<file path="config.mk">
export PLATFORM = sky130hd
export DESIGN_NAME = alu_exec_unit
export DESIGN_NICKNAME = d
export VERILOG_FILES = /design/src/rtl/alu_exec_unit.sv
export SDC_FILE = /design/constraint.sdc
export NUM_CORES = 1
export LEC_CHECK = 0
export CAP_MARGIN = 20
export CORE_MARGIN = 2
export CORE_UTILIZATION = 62
export CTS_CLUSTER_SIZE = 24
export DETAILED_ROUTE_END_ITERATION = 10
export PLACE_DENSITY = 0.95
export SLEW_MARGIN = 5
export SYNTH_ARGS = -nofsm -noshare
export SYNTH_HDL_FRONTEND = slang
export SYNTH_SLANG_ARGS = --single-unit
</file>
<file path="constraint.sdc">
create_clock -name clk -period 13.5 [get_ports clk]
set_clock_uncertainty 0.15 [all_clocks]
set_input_delay 2.7 -clock clk [delete_from_list [all_inputs] [get_ports clk]]
set_output_delay 2.7 -clock clk [all_outputs]
set_load 0.005 [all_outputs]
</file>
<file path="src/rtl/alu_exec_unit.sv">
// alu_exec_unit: two-stage valid/ready execute unit.
// Stage 1 registers the operands and the ALUControl code. Stage 2 registers the result and NZCV flags plus an illegal-code flag.
module alu_exec_unit #(
  parameter int WIDTH = 32
) (
  input  logic             clk,
  input  logic             rst,
  input  logic             in_valid,
  output logic             in_ready,
  input  logic [2:0]       ALUControl,
  input  logic [WIDTH-1:0] src_a,
  input  logic [WIDTH-1:0] src_b,
  output logic             out_valid,
  input  logic             out_ready,
  output logic [WIDTH-1:0] result,
  output logic             zero,
  output logic             negative,
  output logic             carry,
  output logic             overflow,
  output logic             illegal
);

  localparam int M = WIDTH - 1;

  typedef struct packed {
    logic [2:0]       op;
    logic [WIDTH-1:0] a;
    logic [WIDTH-1:0] b;
  } req_t;

  typedef struct packed {
    logic [WIDTH-1:0] res;
    logic             z;
    logic             n;
    logic             c;
    logic             v;
    logic             ill;
  } rsp_t;

  logic       r_s1_valid;
  req_t       r_s1;
  logic       r_s2_valid;
  rsp_t       r_s2;
  rsp_t       w_rsp;
  logic       w_s2_adv;
  logic       w_cap;
  logic [WIDTH:0] w_sum;
  logic [WIDTH:0] w_dif;
  logic       w_add_v;
  logic       w_sub_v;

  // Stage 2 moves when it is empty or its result is being consumed.
  // That makes out_ready -> in_ready a combinational path.
  assign w_s2_adv = !r_s2_valid || out_ready;
  assign in_ready = !rst && (!r_s1_valid || w_s2_adv);
  assign w_cap    = in_valid && in_ready;

  // Shared adder outputs. The subtract is a + ~b + 1, so the carry-out means "no borrow".
  assign w_sum   = {1'b0, r_s1.a} + {1'b0, r_s1.b};
  assign w_dif   = {1'b0, r_s1.a} + {1'b0, ~r_s1.b} + {{WIDTH{1'b0}}, 1'b1};
  assign w_add_v = (r_s1.a[M] == r_s1.b[M]) && (w_sum[M] != r_s1.a[M]);
  assign w_sub_v = (r_s1.a[M] != r_s1.b[M]) && (w_dif[M] != r_s1.a[M]);

  // Compute the result and flags from the stage-1 contents.
  // An illegal code yields zero and sets the illegal flag.
  always_comb begin
    w_rsp = '0;
    case (r_s1.op)
      3'b000: begin
        w_rsp.res = w_sum[M:0];
        w_rsp.c   = w_sum[WIDTH];
        w_rsp.v   = w_add_v;
      end
      3'b001: begin
        w_rsp.res = w_dif[M:0];
        w_rsp.c   = w_dif[WIDTH];
        w_rsp.v   = w_sub_v;
      end
      3'b010:  w_rsp.res = r_s1.a & r_s1.b;
      3'b011:  w_rsp.res = r_s1.a | r_s1.b;
      3'b101:  w_rsp.res = {{(WIDTH-1){1'b0}}, w_dif[M] ^ w_sub_v};
      default: w_rsp.ill = 1'b1;
    endcase
    w_rsp.z = (w_rsp.res == '0);
    w_rsp.n = w_rsp.res[M];
  end

  // Stage 1 operand register.
  // It captures on handshake, drains when handed to stage 2, and holds otherwise.
  always_ff @(posedge clk) begin
    if (rst) begin
      r_s1_valid <= 1'b0;
      r_s1       <= '0;
    end else if (w_cap) begin
      r_s1_valid <= 1'b1;
      r_s1       <= '{op: ALUControl, a: src_a, b: src_b};
    end else if (r_s1_valid && w_s2_adv) begin
      r_s1_valid <= 1'b0;
    end
  end

  // Stage 2 result register.
  // The outputs stay frozen while the downstream stalls.
  always_ff @(posedge clk) begin
    if (rst) begin
      r_s2_valid <= 1'b0;
      r_s2       <= '0;
    end else if (w_s2_adv) begin
      r_s2_valid <= r_s1_valid;
      if (r_s1_valid) r_s2 <= w_rsp;
    end
  end

  assign out_valid = r_s2_valid;
  assign result    = r_s2.res;
  assign zero      = r_s2.z;
  assign negative  = r_s2.n;
  assign carry     = r_s2.c;
  assign overflow  = r_s2.v;
  assign illegal   = r_s2.ill;

endmodule

</file>
Yosys cells after proc, flatten, opt, wreduce, memory -nomap -nowiden
Cells that the tools add are included. Widths: inputs -> output; s select.

Bitwise gates (word level): 4. Add/subtract/negate cells: 3. Eq/ne operators: 8. Reduce and logical (&&, ||, !) cells: 15. Multiplexer cells: 5.

Operators by type and width (count): $pmux 32 s5 (1); $add 32x32->33 (2); $add 33x1->33 const B (1); $and 32x32->32 (1); $logic_not 32->1 (1); $not 32->32 (1); $or 32x32->32 (1); $eq 3x2->1 const B (2); $logic_and 1x1->1 (5); $reduce_or 5->1 (1); $pmux 2 s2 (1); $eq 3x1->1 const B (1); $eq 3x3->1 const B (1); $logic_not 1->1 (3); $logic_not 3->1 (1); $mux 1 (3); $ne 1x1->1 (3); $logic_or 1x1->1 (2); $reduce_and 2->1 (1); $reduce_bool 2->1 (1); $eq 1x1->1 (1); $xor 1x1->1 (1).

Input port bits: 71. Logic and storage cells: 46. Bits in registers: 106. Output and inout bits: 39.

Longest topological paths before layout
Gate-level depths: netlist of run 1.

Depth in word-level cells: 8. Gate-level depth with buffers: 23. Mapped depth without buffers: 22.

Worst setup path after synthesis of run 1
No wires, ideal clock.

Path type: in2out. Start point: input rst. End point: output in_ready. Data required time: 10.650 ns. Arrival time: 3.072 ns. Slack: 7.578 ns. Cell stages on the path: 2. Path buffers: 1. Cells stage by stage: clkbuf_1 a21oi_1.

Longest elaborated chain between the ends: 2.

Ends and longest elaborated chain: from (decl) (line 7) `input logic rst,`; $logic_not 1->1 (line 55) `assign in_ready = !rst && (!r_s1_valid || w_s2_adv);`; $logic_and 1x1->1 (line 55); to (decl) (line 9) `output logic in_ready,`.

Every way passes these cells.

Final worst setup path of run 1
Start point: input out_ready. End point: output in_ready.

Longest elaborated chain between the ends: 3.

Ends and longest elaborated chain: from (decl) (line 14) `input logic out_ready,`; $logic_or 1x1->1 (line 54) `assign w_s2_adv = !r_s2_valid || out_ready;`; $logic_or 1x1->1 (line 55); $logic_and 1x1->1 (line 55).

Every way passes these cells.

==> results.json, run 1 <==
{
  "worstHoldStart": "result[4]",
  "clockBufferDepth": 2,
  "grt_max_degree": 86,
  "drt-wirelength-per-cell_um": 19.4,
  "cp.arrival_ns": 4.13,
  "hold_violations": 0,
  "yosys.area_share.simple_pct": 21.6,
  "status": "finished clean",
  "cp-start-kind": "primary input",
  "cts_setup_buffers": 0,
  "grt_pass1_vias": 9217,
  "dpl.hpwl_um": 20700,
  "die_w_um": 126,
  "multiInputGateArea_um2": 6380,
  "fillers": 1163,
  "grt_util_all_layers_pct": 36.1,
  "ff_latch_area_um2": 2100,
  "clock_latency_ns": 0.37,
  "cts_resized": 0,
  "rsz0062_at_grt": "false",
  "grt_pass1_wl_um": 47100,
  "fin_hold_ws_ns": 0.315,
  "synth_edf_count": 0,
  "core-area_um2": 14500,
  "num_rows": 44,
  "place_congestion": 0.976,
  "synth_top_family_by_area": "compound AO/OA/AOI/OAI gates",
  "drt_first_pass_iters": 8,
  "critical_path.max_fanout": 5,
  "layout.nets": 1463,
  "postCtsHoldBufs": 0,
  "fin_crit_sh_pct": 51.7,
  "fmax_ghz": 0.143,
  "vdd_drop_max_mv": 0.0721,
  "synth_cell_types": 86,
  "synth_warnings": 0,
  "ff2ff_setup_slack_ns": 7.80,
  "synthMuxAreaShare_pct": 1.12,
  "yosysTopAreaCellShare_pct": 22.9,
  "rr_worst_depth": 21,
  "numCtsBuffers": 9,
  "synth.largest_area_cell": "dfxtp_1",
  "worstPathRequired_ns": 10.65,
  "synth_cells": 1242,
  "synth-main-ff-cell": "dfxtp_1",
  "timing.rr.end": "zero",
  "vias": 9779,
  "p_leak_uw": 0.00415,
  "cts_tree": "built",
  "r2r_start": "r_s1[38]",
  "setup_tns_ns": 0,
  "critical_path_class": "in2out",
  "antenna_found_initial": 0,
  "dpl.cell_count": 1460,
  "synth_nets": 1418,
  "slew_violations": 0,
  "maxCapViolCount": 0,
  "die_h_um": 126,
  "synthXorXnorAreaFrac_pct": 0.763,
  "hold_class": "reg2reg",
  "setup_violations": 0,
  "grt_overflow": 0,
  "area.growth.synth_to_final_pct": 14.9,
  "die-area_um2": 15800,
  "tightest_slew_ns": 1.04,
  "antennaDiodeCount": 0,
  "root_buffer": "clkbuf_16",
  "relSlewSlack_pct": 30.3,
  "async_reset_ff_share_pct": 0,
  "endpoint_kind": "primary output",
  "synth_area_leaders": "dfxtp_1 23%, ha_1 14%, o31ai_1 6.4%, nand2_1 6.1%, a21oi_1 5.5%",
  "routed_wl_um": 28700,
  "holdPathEnd": "result[4]",
  "synth-compound-area-share_pct": 31.4,
  "min_path_cells": 2,
  "p_per_area_nw_per_um2": 100,
  "synth_adder_area_share_pct": 14.6,
  "ant_nets": 0,
  "drive_gt1_share_pct": 4.88,
  "seq_area_frac_synth_pct": 22.9,
  "drt_iter0_drc": 1341,
  "numPortBuffers": 109,
  "min_period_ns": 6.98,
  "instances_no_fill": 1476,
  "clock_sinks": 105,
  "synth-seq-cells": 105,
  "route.detailed.drc": 0,
  "start_util_pct": 63.4,
  "syn_area_um2": 9180,
  "syn_area_per_cell_um2": 7.39,
  "vias_per_cell": 6.63,
  "ios": 110,
  "path_clk_slew_ns": 0.07,
  "htree_levels": 3
}
==> cell families after synthesis <==
group	Yosys count
and+or+nand+nor	424
buffers and inverters	179
xor gates and xnor gates	8
muxes	10
AOI/OAI and AO/OA	411
adders and majority gates	105
DFF	105
==> critical path, stage by stage <==
cell	delay, ns
clkdlybuf4s50_1	0.40
nor2b_1	0.35
a21oi_1	0.19
clkdlybuf4s50_1	0.50
==> state kept, by name, summed over array words and instances (netlist names) <==
register and cells:
r_s1_valid 1, carry 1, r_s1 67, zero 1, out_valid 1, overflow 1
illegal 1, result 32
==> cells in the final DEF, fill, tap and decap left out, types with 4 or more instances in the layout <==
cell type and n:
nor2b_1 12, inv_1 96, nand3_1 21, nand4_1 14
a311oi_1 5, nand2_1 148, o21a_1 7, mux2i_1 8
o21bai_1 4, clkdlybuf4s50_1 108, a21boi_0 4, a221oi_1 5
a211oi_1 32, or3_1 13, o22ai_1 7, nor2_1 115
and2_1 9, xnor2_1 7, o211ai_1 19, a2111oi_0 5
o21ai_0 48, buf_4 9, or2_2 8, ha_1 102
clkbuf_16 9, and3_1 5, a31oi_1 12, o31a_1 4
o2111ai_1 5, nor3_1 34, a2bb2oi_1 4, nor4b_1 4
dfxtp_1 104, o31ai_1 78, a21oi_1 100, nor4_1 14
a21o_1 22, o211a_1 6, nand2b_1 10
==> power breakdown <==
part | internal, uW | switching [uW]
clock network | 169 | 131
logic | 154 | 253
registers | 333 | 17.9
total | 655 | 401
==> cells in the mapped netlist (8+ instances only) <==
master and instances:
nor3_1 34, nor2b_1 13, nand3_1 21, clkbuf_1 66
or3_1 13, inv_1 96, o211ai_1 19, or2_2 8
nor2_1 115, o31ai_1 78, a21o_1 22, nand2b_1 10
a31oi_1 12, nand2_1 148, and2_1 10, a211oi_1 32
mux2i_1 8, dfxtp_1 105, ha_1 102, nor4_1 14
nand4_1 14, a21oi_1 100, o21ai_0 48
==> routing by layer <==
metal | global-route usage (%) | wire (um) | vias up
li1 | - | - | 4575
met1 | 46.4 | 11800 | 4543
met2 | 59.0 | 13200 | 531
met3 | 7.31 | 2330 | 130
met4 | 15.6 | 1320 | 0
met5 | 0 | 0 | -
==> through the flow <==
stage / setup slack, ns / instance area [um2] / power, uW / utilization [%]
after floorplan: 7.58 / 9180 / 625 / -
after global placement: 6.59 / 10200 / 737 / 70.6
after detailed placement: 6.53 / 10200 / 746 / 70.6
after CTS: 6.53 / 10600 / 1040 / 72.9
after global routing: 6.38 / 10600 / 1110 / 72.9
final: 6.52 / 10600 / 1060 / 72.9
==> layout make-up <==
| cell class | count | share of cell area [%] |
|---|---|---|
| clock buffer | 10 | 2.26 |
| multi-input combinational | 958 | 60.5 |
| timing repair buffer | 117 | 10.9 |
| inverter | 96 | 3.42 |
| sequential | 105 | 19.9 |
| clock inverter | 6 | 0.830 |
| tap | 184 | 2.18 |
==> worst max path at each step <==
stage          startpoint        to  slack, ns  depth (start not counted)
3_3_place_gp    out_ready  in_ready       6.59                          4
3_5_place_dp    out_ready  in_ready       6.53                          4
6_report        out_ready  in_ready       6.52                          4
2_1_floorplan         rst  in_ready       7.58                          2
4_1_cts         out_ready  in_ready       6.53                          4
5_1_grt         out_ready  in_ready       6.38                          4
Power figures use the tool's default switching activity.
==> run 2, diff against run 1 <==
Settings changed: CORE_UTILIZATION 62 to 52, PLACE_DENSITY 0.95 to 0.88.
Clock period 13.5 ns to 5.9 ns, I/O delays scaled along.
==> results.json, run 2 (same netlist as run 1, synthesis figures left out) <==
{
  "setup_violations": 0,
  "clock_latency_ns": 0.38,
  "numCtsBuffers": 9,
  "power.total_uw": 2340,
  "cp-start-kind": "flip-flop",
  "num_rows": 48,
  "clockBufferDepth": 2,
  "numPortBuffers": 109,
  "p_switching_uw": 917,
  "routed_wl_um": 27900,
  "status": "finished clean",
  "tightest_slew_ns": 1.08,
  "critical_path.max_fanout": 13,
  "switching_share_pct": 39.2,
  "p_leak_uw": 0.00414,
  "grt_max_degree": 97,
  "hold_class": "reg2reg",
  "layout_commonest_cell": "nand2_1",
  "core-area_um2": 17300,
  "endpoint_kind": "flip-flop",
  "min_period_ns": 5.39,
  "layout_common_cells": "148 x nand2_1, 115 x nor2_1, 108 x clkdlybuf4s50_1",
  "path_clk_slew_ns": 0.08,
  "slowest_delay_ns": 0.47,
  "die-area_um2": 18700,
  "p_per_area_nw_per_um2": 221,
  "start_util_pct": 53.1,
  "drt_iter0_drc": 885,
  "vias": 9503,
  "postCtsHoldBufs": 0,
  "p_int_uw": 1420,
  "grt_overflow": 0,
  "clock_sinks": 105,
  "drt-wirelength-per-cell_um": 18.4,
  "vdd_drop_max_mv": 0.150,
  "instances_no_fill": 1520,
  "root_buffer": "clkbuf_16",
  "ant_nets": 0,
  "cts_setup_buffers": 0,
  "largest_reg_flops": 67,
  "layout.nets": 1466,
  "critical_path_class": "reg2reg",
  "grt_util_all_layers_pct": 29.8,
  "rsz0062_at_grt": "false",
  "cp.arrival_ns": 5.52,
  "clockPowerShare_pct": 26.6,
  "die_h_um": 137,
  "fin_crit_sh_pct": 91.3,
  "area.growth.synth_to_final_pct": 15.4,
  "ios": 110,
  "comb_power_share_pct": 38.8,
  "antenna_found_initial": 0,
  "antennaDiodeCount": 0,
  "cts_tree": "built",
  "setup_tns_ns": 0,
  "fmax_ghz": 0.186,
  "pre_cts_ws_ns": 0.613,
  "hold_violations": 0,
  "die_w_um": 137,
  "slew_violations": 0,
  "dpl.cell_count": 1504,
  "worstPathRequired_ns": 6.04,
  "grt_pass1_vias": 8824,
  "vias_per_cell": 6.25,
  "post-route-util_pct": 61.3,
  "cts_resized": 0,
  "drive_gt1_share_pct": 5.10,
  "dpl.hpwl_um": 20800,
  "pwr-share-seq_pct": 34.6,
  "drt_first_pass_iters": 6,
  "worstPathCellList": "inv_1, ha_1, or3_1, a211oi_2, a211oi_1, o211ai_1, a31oi_1, o41ai_2, a21oi_1, nor2_1, nor2_1, fa_1, nand2_1, o32a_1, and3_1, nand4_1, nor4_1, nand4_1, nor4_1, nand4_1, o31ai_2",
  "maxCapViolCount": 0,
  "route.detailed.drc": 0,
  "grt_pass1_wl_um": 44200,
  "cp_common_cell": "nand4_1",
  "place_congestion": 0.990,
  "setup_slack_ns": 0.515,
  "regMostFlops": "r_s1",
  "cp_slowest_cell": "or3_1",
  "relSlewSlack_pct": 27.8,
  "htree_levels": 3
}
[run 2: cell type report]
type | count | area, um2
clock inverters | 6 | 58.8
fillers | 1569 | 6700
repair buffers | 120 | 1170
flip-flops and latches | 105 | 2100
clock buffers | 10 | 239
well taps | 225 | 282
inverters | 96 | 360
multi-input cells | 958 | 6380
[run 2: worst max-delay path, delay by kind of cell, from the launching register on]
kind / cells / cell delay [ns]
AOI/OAI and AO/OA: 8 / 2.05
and+or+nand+nor: 10 / 1.84
adders and majority gates: 2 / 0.81
DFF: 1 / 0.35
buffers and inverters: 1 / 0.09
[run 2: power by group through the flow]
| stage | Combinational (uW) | Sequential, uW | Clock, uW |
|---|---|---|---|
| after global routing | 993 | 816 | 651 |
| after global placement | 873 | 821 | 0 |
| after CTS | 887 | 808 | 624 |
| after floorplan | 623 | 808 | 0 |
| final | 907 | 809 | 622 |
| after detailed placement | 881 | 825 | 0 |
[run 2: stage by stage]
| stage | cell area [um2] | hold slack [ns] |
|---|---|---|
| after global routing | 10600 | 0.322 |
| final | 10600 | 0.303 |
| after CTS | 10600 | 0.304 |
| after global placement | 10300 | 0.292 |
| after floorplan | 9180 | 0.298 |
| after detailed placement | 10300 | 0.292 |
[run 2: final timing paths]
path | slack (ns) | startpoint | depth (start not counted) | to
setup / recovery | 0.51 | r_s1[6] | 21 | zero
hold / removal | 0.30 | illegal | 2 | illegal
setup reg to reg | 0.51 | r_s1[6] | 21 | zero
hold reg to reg | 0.30 | illegal | 2 | illegal
[run 2: per-layer routing]
| layer | up-vias | global-route usage (%) | wire length (um) |
|---|---|---|---|
| met1 | 4402 | 38.0 | 12000 |
| li1 | 4567 | - | - |
| met2 | 442 | 49.2 | 12800 |
| met5 | - | 0 | 0 |
| met3 | 92 | 4.41 | 1930 |
| met4 | 0 | 14.1 | 1210 |
